--- config.mk ---
export PLATFORM = sky130hd
export DESIGN_NAME = tdc_encode_scheduler
export DESIGN_NICKNAME = d
export VERILOG_FILES = /design/src/rtl/tdc_encode_scheduler_pkg.sv /design/src/rtl/tdc_capture_hold.sv /design/src/rtl/tdc_encode_scheduler.sv
export SDC_FILE = /design/constraint.sdc
export NUM_CORES = 1
export LEC_CHECK = 0
export ABC_AREA = 1
export BUFFER_PORTS_ARGS = -buffer_cell sky130_fd_sc_hd__buf_4
export CAP_MARGIN = 25
export CORE_MARGIN = 4
export CORE_UTILIZATION = 45
export DETAILED_ROUTE_END_ITERATION = 10
export PLACE_DENSITY = 0.73
export SLEW_MARGIN = 10
export SYNTH_ARGS = -nofsm -noshare
export SYNTH_HDL_FRONTEND = slang
export SYNTH_SLANG_ARGS = --single-unit
--- constraint.sdc ---
create_clock -name clk -period 3.4 [get_ports clk]
set_input_delay 0.51 -clock clk [delete_from_list [all_inputs] [get_ports clk]]
set_output_delay 0.51 -clock clk [all_outputs]
set_load 0.03 [all_outputs]
--- src/rtl/tdc_encode_scheduler_pkg.sv ---
// Shared widths, flag positions and FSM encoding for the TDC encode scheduler.
package tdc_encode_scheduler_pkg;

  localparam int unsigned DFF_W  = 63;
  localparam int unsigned CNT_W  = 3;
  localparam int unsigned CODE_W = 10;
  localparam int unsigned FLAG_W = 3;

  localparam int unsigned FLAG_TOA_ERR  = 0;
  localparam int unsigned FLAG_TOT_ERR  = 1;
  localparam int unsigned FLAG_TOT_MISS = 2;

  typedef enum logic [2:0] {
    ST_IDLE,
    ST_SEL_TOA,
    ST_WAIT_TOT,
    ST_SEL_TOT,
    ST_OUT
  } state_e;

endpackage

--- src/rtl/tdc_capture_hold.sv ---
// One-deep hold for a raw TDC capture; a load coinciding with release is accepted.
module tdc_capture_hold
  import tdc_encode_scheduler_pkg::*;
(
  input  logic             clk,
  input  logic             reset,
  input  logic             load_i,
  input  logic             release_i,
  input  logic [DFF_W-1:0] raw_i,
  input  logic [CNT_W-1:0] cnt_a_i,
  input  logic [CNT_W-1:0] cnt_b_i,
  output logic [DFF_W-1:0] raw_o,
  output logic [CNT_W-1:0] cnt_a_o,
  output logic [CNT_W-1:0] cnt_b_o,
  output logic             full_o,
  output logic             drop_o
);

  logic             full_q;
  logic [DFF_W-1:0] raw_q;
  logic [CNT_W-1:0] cnt_a_q;
  logic [CNT_W-1:0] cnt_b_q;
  logic             accept;

  assign accept = load_i && (!full_q || release_i);
  assign drop_o = load_i && full_q && !release_i;

  always_ff @(posedge clk) begin
    if (reset) begin
      full_q  <= 1'b0;
      raw_q   <= '0;
      cnt_a_q <= '0;
      cnt_b_q <= '0;
    end else if (accept) begin
      full_q  <= 1'b1;
      raw_q   <= raw_i;
      cnt_a_q <= cnt_a_i;
      cnt_b_q <= cnt_b_i;
    end else if (release_i) begin
      full_q  <= 1'b0;
    end
  end

  assign raw_o   = raw_q;
  assign cnt_a_o = cnt_a_q;
  assign cnt_b_o = cnt_b_q;
  assign full_o  = full_q;

endmodule

--- src/rtl/tdc_encode_scheduler.sv ---
// Shares one TOA encoder between the TOA and TOT capture paths and pairs the
// two codes into a hit record offered on a valid/ready interface.
module tdc_encode_scheduler
  import tdc_encode_scheduler_pkg::*;
#(
  parameter int unsigned ENC_LAT     = 2,
  parameter int unsigned TOT_TIMEOUT = 15,
  parameter int unsigned DROP_W      = 8
) (
  input  logic              clk,
  input  logic              reset,
  input  logic              toa_valid,
  input  logic [DFF_W-1:0]  toa_raw,
  input  logic [CNT_W-1:0]  toa_cntA,
  input  logic [CNT_W-1:0]  toa_cntB,
  input  logic              tot_valid,
  input  logic [DFF_W-1:0]  tot_raw,
  input  logic [CNT_W-1:0]  tot_cntA,
  input  logic [CNT_W-1:0]  tot_cntB,
  output logic [DFF_W-1:0]  enc_A,
  output logic [CNT_W-1:0]  enc_cntA,
  output logic [CNT_W-1:0]  enc_cntB,
  input  logic [2:0]        enc_coarse,
  input  logic [6:0]        enc_fine,
  input  logic              enc_err,
  output logic              out_valid,
  input  logic              out_ready,
  output logic [CODE_W-1:0] out_toa,
  output logic [CODE_W-1:0] out_tot,
  output logic [FLAG_W-1:0] out_flags,
  output logic [DROP_W-1:0] drop_cnt,
  output logic              busy
);

  localparam int unsigned TMR_MAX = (TOT_TIMEOUT > ENC_LAT) ? TOT_TIMEOUT : ENC_LAT;
  localparam int unsigned TMR_W   = $clog2(TMR_MAX + 1);
  localparam logic [TMR_W-1:0] LAT_LOAD = TMR_W'(ENC_LAT - 1);
  localparam logic [TMR_W-1:0] TMO_LOAD = TMR_W'(TOT_TIMEOUT);
  localparam logic [TMR_W-1:0] TMR_ONE  = TMR_W'(1);
  localparam logic [DROP_W:0]  DROP_MAX = {1'b0, {DROP_W{1'b1}}};

  state_e              state_q, state_d;
  logic [TMR_W-1:0]    tmr_q, tmr_d;
  logic [CODE_W-1:0]   toa_code_q, toa_code_d;
  logic [CODE_W-1:0]   tot_code_q, tot_code_d;
  logic [FLAG_W-1:0]   flags_q, flags_d;
  logic [DROP_W-1:0]   drop_q, drop_d;
  logic [DROP_W:0]     drop_sum;

  logic [DFF_W-1:0]    toa_h_raw, tot_h_raw;
  logic [CNT_W-1:0]    toa_h_a, toa_h_b, tot_h_a, tot_h_b;
  logic                toa_full, tot_full, toa_drop, tot_drop;
  logic                toa_rel, tot_rel;

  tdc_capture_hold u_toa_hold (
    .clk       (clk),
    .reset     (reset),
    .load_i    (toa_valid),
    .release_i (toa_rel),
    .raw_i     (toa_raw),
    .cnt_a_i   (toa_cntA),
    .cnt_b_i   (toa_cntB),
    .raw_o     (toa_h_raw),
    .cnt_a_o   (toa_h_a),
    .cnt_b_o   (toa_h_b),
    .full_o    (toa_full),
    .drop_o    (toa_drop)
  );

  tdc_capture_hold u_tot_hold (
    .clk       (clk),
    .reset     (reset),
    .load_i    (tot_valid),
    .release_i (tot_rel),
    .raw_i     (tot_raw),
    .cnt_a_i   (tot_cntA),
    .cnt_b_i   (tot_cntB),
    .raw_o     (tot_h_raw),
    .cnt_a_o   (tot_h_a),
    .cnt_b_o   (tot_h_b),
    .full_o    (tot_full),
    .drop_o    (tot_drop)
  );

  always_comb begin
    state_d    = state_q;
    tmr_d      = tmr_q;
    toa_code_d = toa_code_q;
    tot_code_d = tot_code_q;
    flags_d    = flags_q;
    toa_rel    = 1'b0;
    tot_rel    = 1'b0;
    case (state_q)
      ST_IDLE: begin
        if (toa_full) begin
          state_d = ST_SEL_TOA;
          tmr_d   = LAT_LOAD;
        end
      end
      ST_SEL_TOA: begin
        if (tmr_q == '0) begin
          toa_code_d              = {enc_coarse, enc_fine};
          flags_d                 = '0;
          flags_d[FLAG_TOA_ERR]   = enc_err;
          toa_rel                 = 1'b1;
          state_d                 = ST_WAIT_TOT;
          tmr_d                   = TMO_LOAD;
        end else begin
          tmr_d = tmr_q - TMR_ONE;
        end
      end
      ST_WAIT_TOT: begin
        // Timeout fires when the decremented count would reach zero, so the
        // FSM spends exactly TOT_TIMEOUT cycles here.
        if (tot_full) begin
          state_d = ST_SEL_TOT;
          tmr_d   = LAT_LOAD;
        end else if (tmr_q <= TMR_ONE) begin
          tot_code_d              = '0;
          flags_d[FLAG_TOT_MISS]  = 1'b1;
          state_d                 = ST_OUT;
        end else begin
          tmr_d = tmr_q - TMR_ONE;
        end
      end
      ST_SEL_TOT: begin
        if (tmr_q == '0) begin
          tot_code_d              = {enc_coarse, enc_fine};
          flags_d[FLAG_TOT_ERR]   = enc_err;
          tot_rel                 = 1'b1;
          state_d                 = ST_OUT;
        end else begin
          tmr_d = tmr_q - TMR_ONE;
        end
      end
      ST_OUT: begin
        if (out_ready) begin
          if (toa_full) begin
            state_d = ST_SEL_TOA;
            tmr_d   = LAT_LOAD;
          end else begin
            state_d = ST_IDLE;
          end
        end
      end
      default: state_d = ST_IDLE;
    endcase
  end

  always_comb begin
    enc_A    = '0;
    enc_cntA = '0;
    enc_cntB = '0;
    if (state_q == ST_SEL_TOA) begin
      enc_A    = toa_h_raw;
      enc_cntA = toa_h_a;
      enc_cntB = toa_h_b;
    end else if (state_q == ST_SEL_TOT) begin
      enc_A    = tot_h_raw;
      enc_cntA = tot_h_a;
      enc_cntB = tot_h_b;
    end
  end

  always_comb begin
    drop_sum = {1'b0, drop_q} + {{DROP_W{1'b0}}, toa_drop} + {{DROP_W{1'b0}}, tot_drop};
    drop_d   = (drop_sum > DROP_MAX) ? '1 : drop_sum[DROP_W-1:0];
  end

  always_ff @(posedge clk) begin
    if (reset) begin
      state_q    <= ST_IDLE;
      tmr_q      <= '0;
      toa_code_q <= '0;
      tot_code_q <= '0;
      flags_q    <= '0;
      drop_q     <= '0;
    end else begin
      state_q    <= state_d;
      tmr_q      <= tmr_d;
      toa_code_q <= toa_code_d;
      tot_code_q <= tot_code_d;
      flags_q    <= flags_d;
      drop_q     <= drop_d;
    end
  end

  assign out_valid = (state_q == ST_OUT);
  assign busy      = (state_q != ST_IDLE);
  assign out_toa   = toa_code_q;
  assign out_tot   = tot_code_q;
  assign out_flags = flags_q;
  assign drop_cnt  = drop_q;

endmodule

==> After elaboration in Yosys (flattened, before gate mapping) <==
Cells that the tools add are included.
W data, S select, Z words.
{ "word_totals": {"ff_bits": 178, "inputBits": 154, "out_inout_bits": 102} }
{ "op_classes": {"add_sub_neg": 3, "magnitude_cmp": 2, "n_eq_ne": 13, "n_mux": 39, "reduce_logical": 27} }
{ "ops": {"columns": ["operator", "count"], "rows": [
  ["$mux W63", 2],
  ["$mux W3", 11],
  ["$mux W10", 3],
  ["$mux W4", 6],
  ["$pmux W10 S2", 1],
  ["$pmux W4 S5", 1],
  ["$pmux W3 S5", 1],
  ["$reduce_and A4 Y1", 3],
  ["$mux W1", 11],
  ["$ne A2 B2 Y1 const B", 5],
  ["$reduce_bool A2 Y1", 5],
  ["$add A8 B1 Y9", 1],
  ["$add A9 B1 Y9", 1],
  ["$gt A9 B8 Y1 const B", 1],
  ["$mux W8", 1],
  ["$eq A3 B2 Y1 const B", 2],
  ["$logic_and A1 B1 Y1", 6],
  ["$ne A3 B2 Y1 const B", 2],
  ["$reduce_and A5 Y1", 1],
  ["$reduce_bool A5 Y1", 1],
  ["$le A4 B1 Y1 const B", 1],
  ["$logic_not A1 Y1", 4],
  ["$logic_not A4 Y1", 1],
  ["$ne A2 B1 Y1 const B", 2],
  ["other kinds (9)", 11]
]} }

==> Depth between registers and ports, before layout <==
{ "depth": {"ltp_word": 9, "depth_mapped": 17, "depth_no_buf": 17} }

==> By module <==
From an unflattened synthesis, not the netlist that was laid out.
{ "hier_totals": {"hier_cells": 1249, "area_unflattened_um2": 8693.3} }
{ "modules_own_cells": {"columns": ["mod", "instances", "cells_each", "area_each_um2"], "rows": [
  ["tdc_capture_hold", 2, 458, 3120.5],
  ["tdc_encode_scheduler", 1, 333, 2452.4]
]} }

==> Least setup slack after synthesis <==
OpenSTA, ideal clock, no wires.
{ "synth_path": {"path_kind": "reg-to-reg", "start": "register tmr_q[0]", "end": "register drop_q[5] (netlist: drop_cnt[5])", "setup_time_ns": 0.057, "t_arrival_ns": 2.355, "required_ns": 3.343, "path_slack_ns": 0.989, "path_stages_with_launch": 18, "synth_period_minus_slack_ns": 2.411, "cell_sequence": "dfxtp_1 > inv_1 > ha_1 > inv_1 > nor2_2 > nand2_1 > nand2_2 > inv_1 > nand2_1 > fa_1 > inv_1 > ha_1 > nand4_1 > nor2_1 > nand3_1 > nand3_1 > nand2_1 > inv_1"} }
{ "synth_via": {"elab_chain_cells": 9} }
{ "synth_rtl": {"columns": ["item", "line_no", "source"], "rows": [
  ["from (decl)", "tdc_encode_scheduler.sv:43", "logic [TMR_W-1:0] tmr_q, tmr_d;"],
  ["from (signal assigned)", "tdc_encode_scheduler.sv:180", "tmr_q <= tmr_d;"],
  ["$logic_not A4 Y1 (*)", "tdc_encode_scheduler.sv:101, tdc_encode_scheduler.sv:127", null],
  ["$mux W1 (*)", "tdc_encode_scheduler.sv:101, tdc_encode_scheduler.sv:127", null],
  ["$mux W1", "tdc_encode_scheduler.sv:93", "case (state_q)"],
  ["$logic_not A1 Y1", "tdc_capture_hold.sv:26", "assign drop_o = load_i && full_q && !release_i;"],
  ["$logic_and A1 B1 Y1", "tdc_capture_hold.sv:26", null],
  ["$add A8 B1 Y9", "tdc_encode_scheduler.sv:166", "drop_sum = {1'b0, drop_q} + {{DROP_W{1'b0}}, toa_drop} + {{DROP_W{1'b0}}, tot_drop};"],
  ["$add A9 B1 Y9 (*)", "tdc_encode_scheduler.sv:166", null],
  ["$gt A9 B8 Y1", "tdc_encode_scheduler.sv:167", "drop_d = (drop_sum > DROP_MAX) ? '1 : drop_sum[DROP_W-1:0];"],
  ["$mux W8 (*)", "tdc_encode_scheduler.sv:167", null],
  ["to (signal assigned)", "tdc_encode_scheduler.sv:184", "drop_q <= drop_d;"],
  ["to (decl)", "tdc_encode_scheduler.sv:47", "logic [DROP_W-1:0] drop_q, drop_d;"]
]} }
Every way passes the cells marked *; elsewhere a longest branch is shown, timed or not.
A chain may end at the register's enable or synchronous reset.

==> Worst setup path in the final report <==
{ "layout_path": {"start": "register state_q[1]", "end": "output enc_A[59]"} }
{ "layout_via": {"elab_chain_cells": 3} }
{ "layout_rtl": {"columns": ["item", "line_no", "source"], "rows": [
  ["from (decl)", "tdc_encode_scheduler.sv:42", "state_e state_q, state_d;"],
  ["from (signal assigned)", "tdc_encode_scheduler.sv:179", "state_q <= state_d;"],
  ["$eq A3 B2 Y1", "tdc_encode_scheduler.sv:158", "end else if (state_q == ST_SEL_TOT) begin"],
  ["$mux W63", "tdc_encode_scheduler.sv:158", null],
  ["$mux W63 (*)", "tdc_encode_scheduler.sv:154", "if (state_q == ST_SEL_TOA) begin"],
  ["to (decl)", "tdc_encode_scheduler.sv:20", "output logic [DFF_W-1:0] enc_A,"]
]} }
Marks and branches as above.

==> key figures <==
Run status
  • Status: complete, no violations

Synth
  • Largest area contributor in the netlist: dfxtp_1
  • Ys async rst share: 0%
  • Mapped Area: around 7300 um2
  • Syn Inst Count: 967
  • Count of cell types in the netlist: 28
  • Post-synthesis register bit count: roughly 180
  • Post-synth top flop: dfxtp_1
  • Synth cell count leaders: 327 x nor2_1, 178 x dfxtp_1, 154 x o21ai_0, 70 x nand2_1, 69 x a22o_1
  • Area contributors post-synth: dfxtp_1 49%, nor2_1 17%, o21ai_0 11%
  • YS warnings: 0
  • Mapped Nets: 1125
  • Share of the synthesized area in the top cell type: 48.9%
  • EDFF count, synth: 0
  • Seq/Total Area, Yosys: 48.9%
  • Mapped Avg Cell Area: about 7.5 um2
  • Top-count cell post-synth: nor2_1

Placement
  • Port Buf Inserts: roughly 260
  • Post-Place Worst Slack: ~640 ps
  • Placed Cells: 1381
  • Dpl cell area: a little over 9000 um2
  • GPL Wtd Cong: 0.866
  • HPWL after detailed placement: around 14000 um

Setup path
  • Worst setup EP type: output pin
  • Crit path arrival time: between 2000 and 2500 ps
  • Required @ worst endpoint: between 2000 and 3000 ps
  • CP Launch Type: flop
  • Crit-path max FO: between 80 and 90
  • Kind of critical path: reg -> out

Final layout
  • Design area: between 9000 and 10000 um2
  • Post-Layout Cell Count: about 1400
  • Layout cell share with drive strength beyond 1: 25.7%
  • Area Growth Syn to Fin: 35.3%
  • Antenna cells: 0
  • Post-layout nets: ~1300
  • Post-layout util: 62.0%

Clocking
  • Clk sinks: 178
  • Buffer count from post-CTS setup fixing: 0
  • TritonCTS clock tree: built
  • CTS Root Cell: clkbuf_16
  • CTS Buf Count: 17
  • H-tree levels: 4
  • Post-CTS Resized: 0
  • Clk_lat worst skew: 430 ps
  • Max clock buf depth: 2
  • Post-CTS Hold Fix Bufs: 0
  • CTS clock-pin slew for the worst setup and hold paths: about 60 ps

Drt
  • Vias: 7169
  • Initial drt markers: 430
  • DRT Wirelength: around 22000 um
  • Routed Antenna Nets: 0
  • Detailed-router iteration count before antenna repair: 4
  • DRC Markers: 0
  • Wire per inst: 15.5 um
  • Via/cell ratio: roughly 5.1

STA
  • Final Hold Viols: 0
  • Hold slack: 317 ps
  • RSZ-0062 raised after global routing: no
  • Highest clock rate: 337 MHz
  • Max Clock Skew: 7.67 ps
  • Worst-margin pin slew: 987 ps
  • TNS Setup: 0 ps
  • Final Critical Period: 2970 ps
  • Slew headroom: 34.2%
  • Endpoints failing setup: 0
  • Final cycle utilization of the critical path: 87.3%
  • Slew Viols, Final: 0
  • Final worst slack: 432 ps

Floorplanning
  • Std cell rows: 46
  • I/O pin cnt: 256
  • Starting density of the core: 45.8%
  • Die Y-Extent: 135 um
  • Horiz. Die Dim: 135 um
  • Die ar.: ~18000 um2
  • Core Region: 15900 um2

Global route
  • Initial antenna violation count: 0
  • First-pass GRT wire length: 34300 um
  • Vias in the first global route: 6936
  • All-Layer GR Usage: between 20% and 30%
  • Grt ovf: 0
  • Largest net degree at the start of global routing: between 80 and 90

Min path
  • Tightest Hold Check Type: in -> reg

Power
  • Leakage: 4.61 nW
  • Power Dens Cells: 732 nW/um2
  • Worst VDD drop: around 0.00037 V
  • Final Total Pwr: 7.21 mW

Job
  • MaxCap Viol Count: 0
## report_power, final
group          total, mW  switching (mW)  leakage [nW]  internal, mW
clock               1.98           0.824         0.277          1.16
sequential          2.60           0.193          1.47          2.41
combinational       2.63            1.71          2.86         0.924
## layer usage
| layer | wire (um) | GRT usage [%] | up-vias |
|---|---|---|---|
| met3 | 1370 | 5.57 | 35 |
| met4 | 483 | 8.12 | 0 |
| met5 | 0 | 0 | - |
| li1 | - | - | 3601 |
| met1 | 9340 | 28.8 | 3314 |
| met2 | 10700 | 39.5 | 219 |
## layout by cell type, fill, tap and decap left out, drive strengths merged
cell type	count
dfxtp	178
ha	3
nand4	1
o211ai	1
nor2	330
buf	265
clkinvlp	4
inv	41
nor3	2
nand2	76
a31oi	1
a22o	69
o21bai	1
bufinv	3
xor2	1
o21ai	154
nand3	17
fa	1
xnor2	1
clkinv	5
nand3b	1
clkbuf	20
a21oi	22
## worst max-delay path, cell delays in order, from the launching register on
cell and delay, ps:
dfxtp_1 520, nand2_1 150, nor2_4 100, buf_4 720, a22o_1 290, buf_4 170
## kinds of logic (layout without fill, tap and decap cells)
family | count (synthesis) | count (layout) | share of synthesized area (%)
and+or+nand+nor | 427 | 427 | 23.1
xor gates and xnor gates | 2 | 2 | 0.241
DFF | 178 | 178 | 48.9
AOI/OAI and AO/OA | 248 | 248 | 20.7
buffers and inverters | 108 | 338 | 6.29
adders and majority gates | 4 | 4 | 0.790
## path summary, 6_finish.rpt
kind | from | end | slack (ps) | cells past startpoint
worst max-delay path | state_q[1] | enc_A[59] | 430 | 5
worst min-delay path | enc_fine[2] | out_tot[2] | 320 | 3
worst min register to register | out_flags[2] | out_flags[2] | 470 | 2
worst max register to register | tmr_q[0] | drop_cnt[5] | 600 | 17
## flip-flops by register name, summed over array words and instances (netlist names)
name                flops
drop_cnt                8
out_flags               3
out_toa                10
out_tot                10
state_q                 3
tmr_q                   4
u_toa_hold.cnt_a_o      3
u_toa_hold.cnt_b_o      3
u_toa_hold.full_o       1
u_toa_hold.raw_o       63
u_tot_hold.cnt_a_o      3
u_tot_hold.cnt_b_o      3
u_tot_hold.full_o       1
u_tot_hold.raw_o       63
## cell type report
class,instances,area [um2]
Tap cell,216,270
Multi-Input combinational cell,681,3260
Clock inverter,12,156
Fill cell,1525,6030
Timing Repair Buffer,265,2000
Sequential cell,178,3560
Clock buffer,20,437
Inverter,41,160
Power figures use the tool's default switching activity.
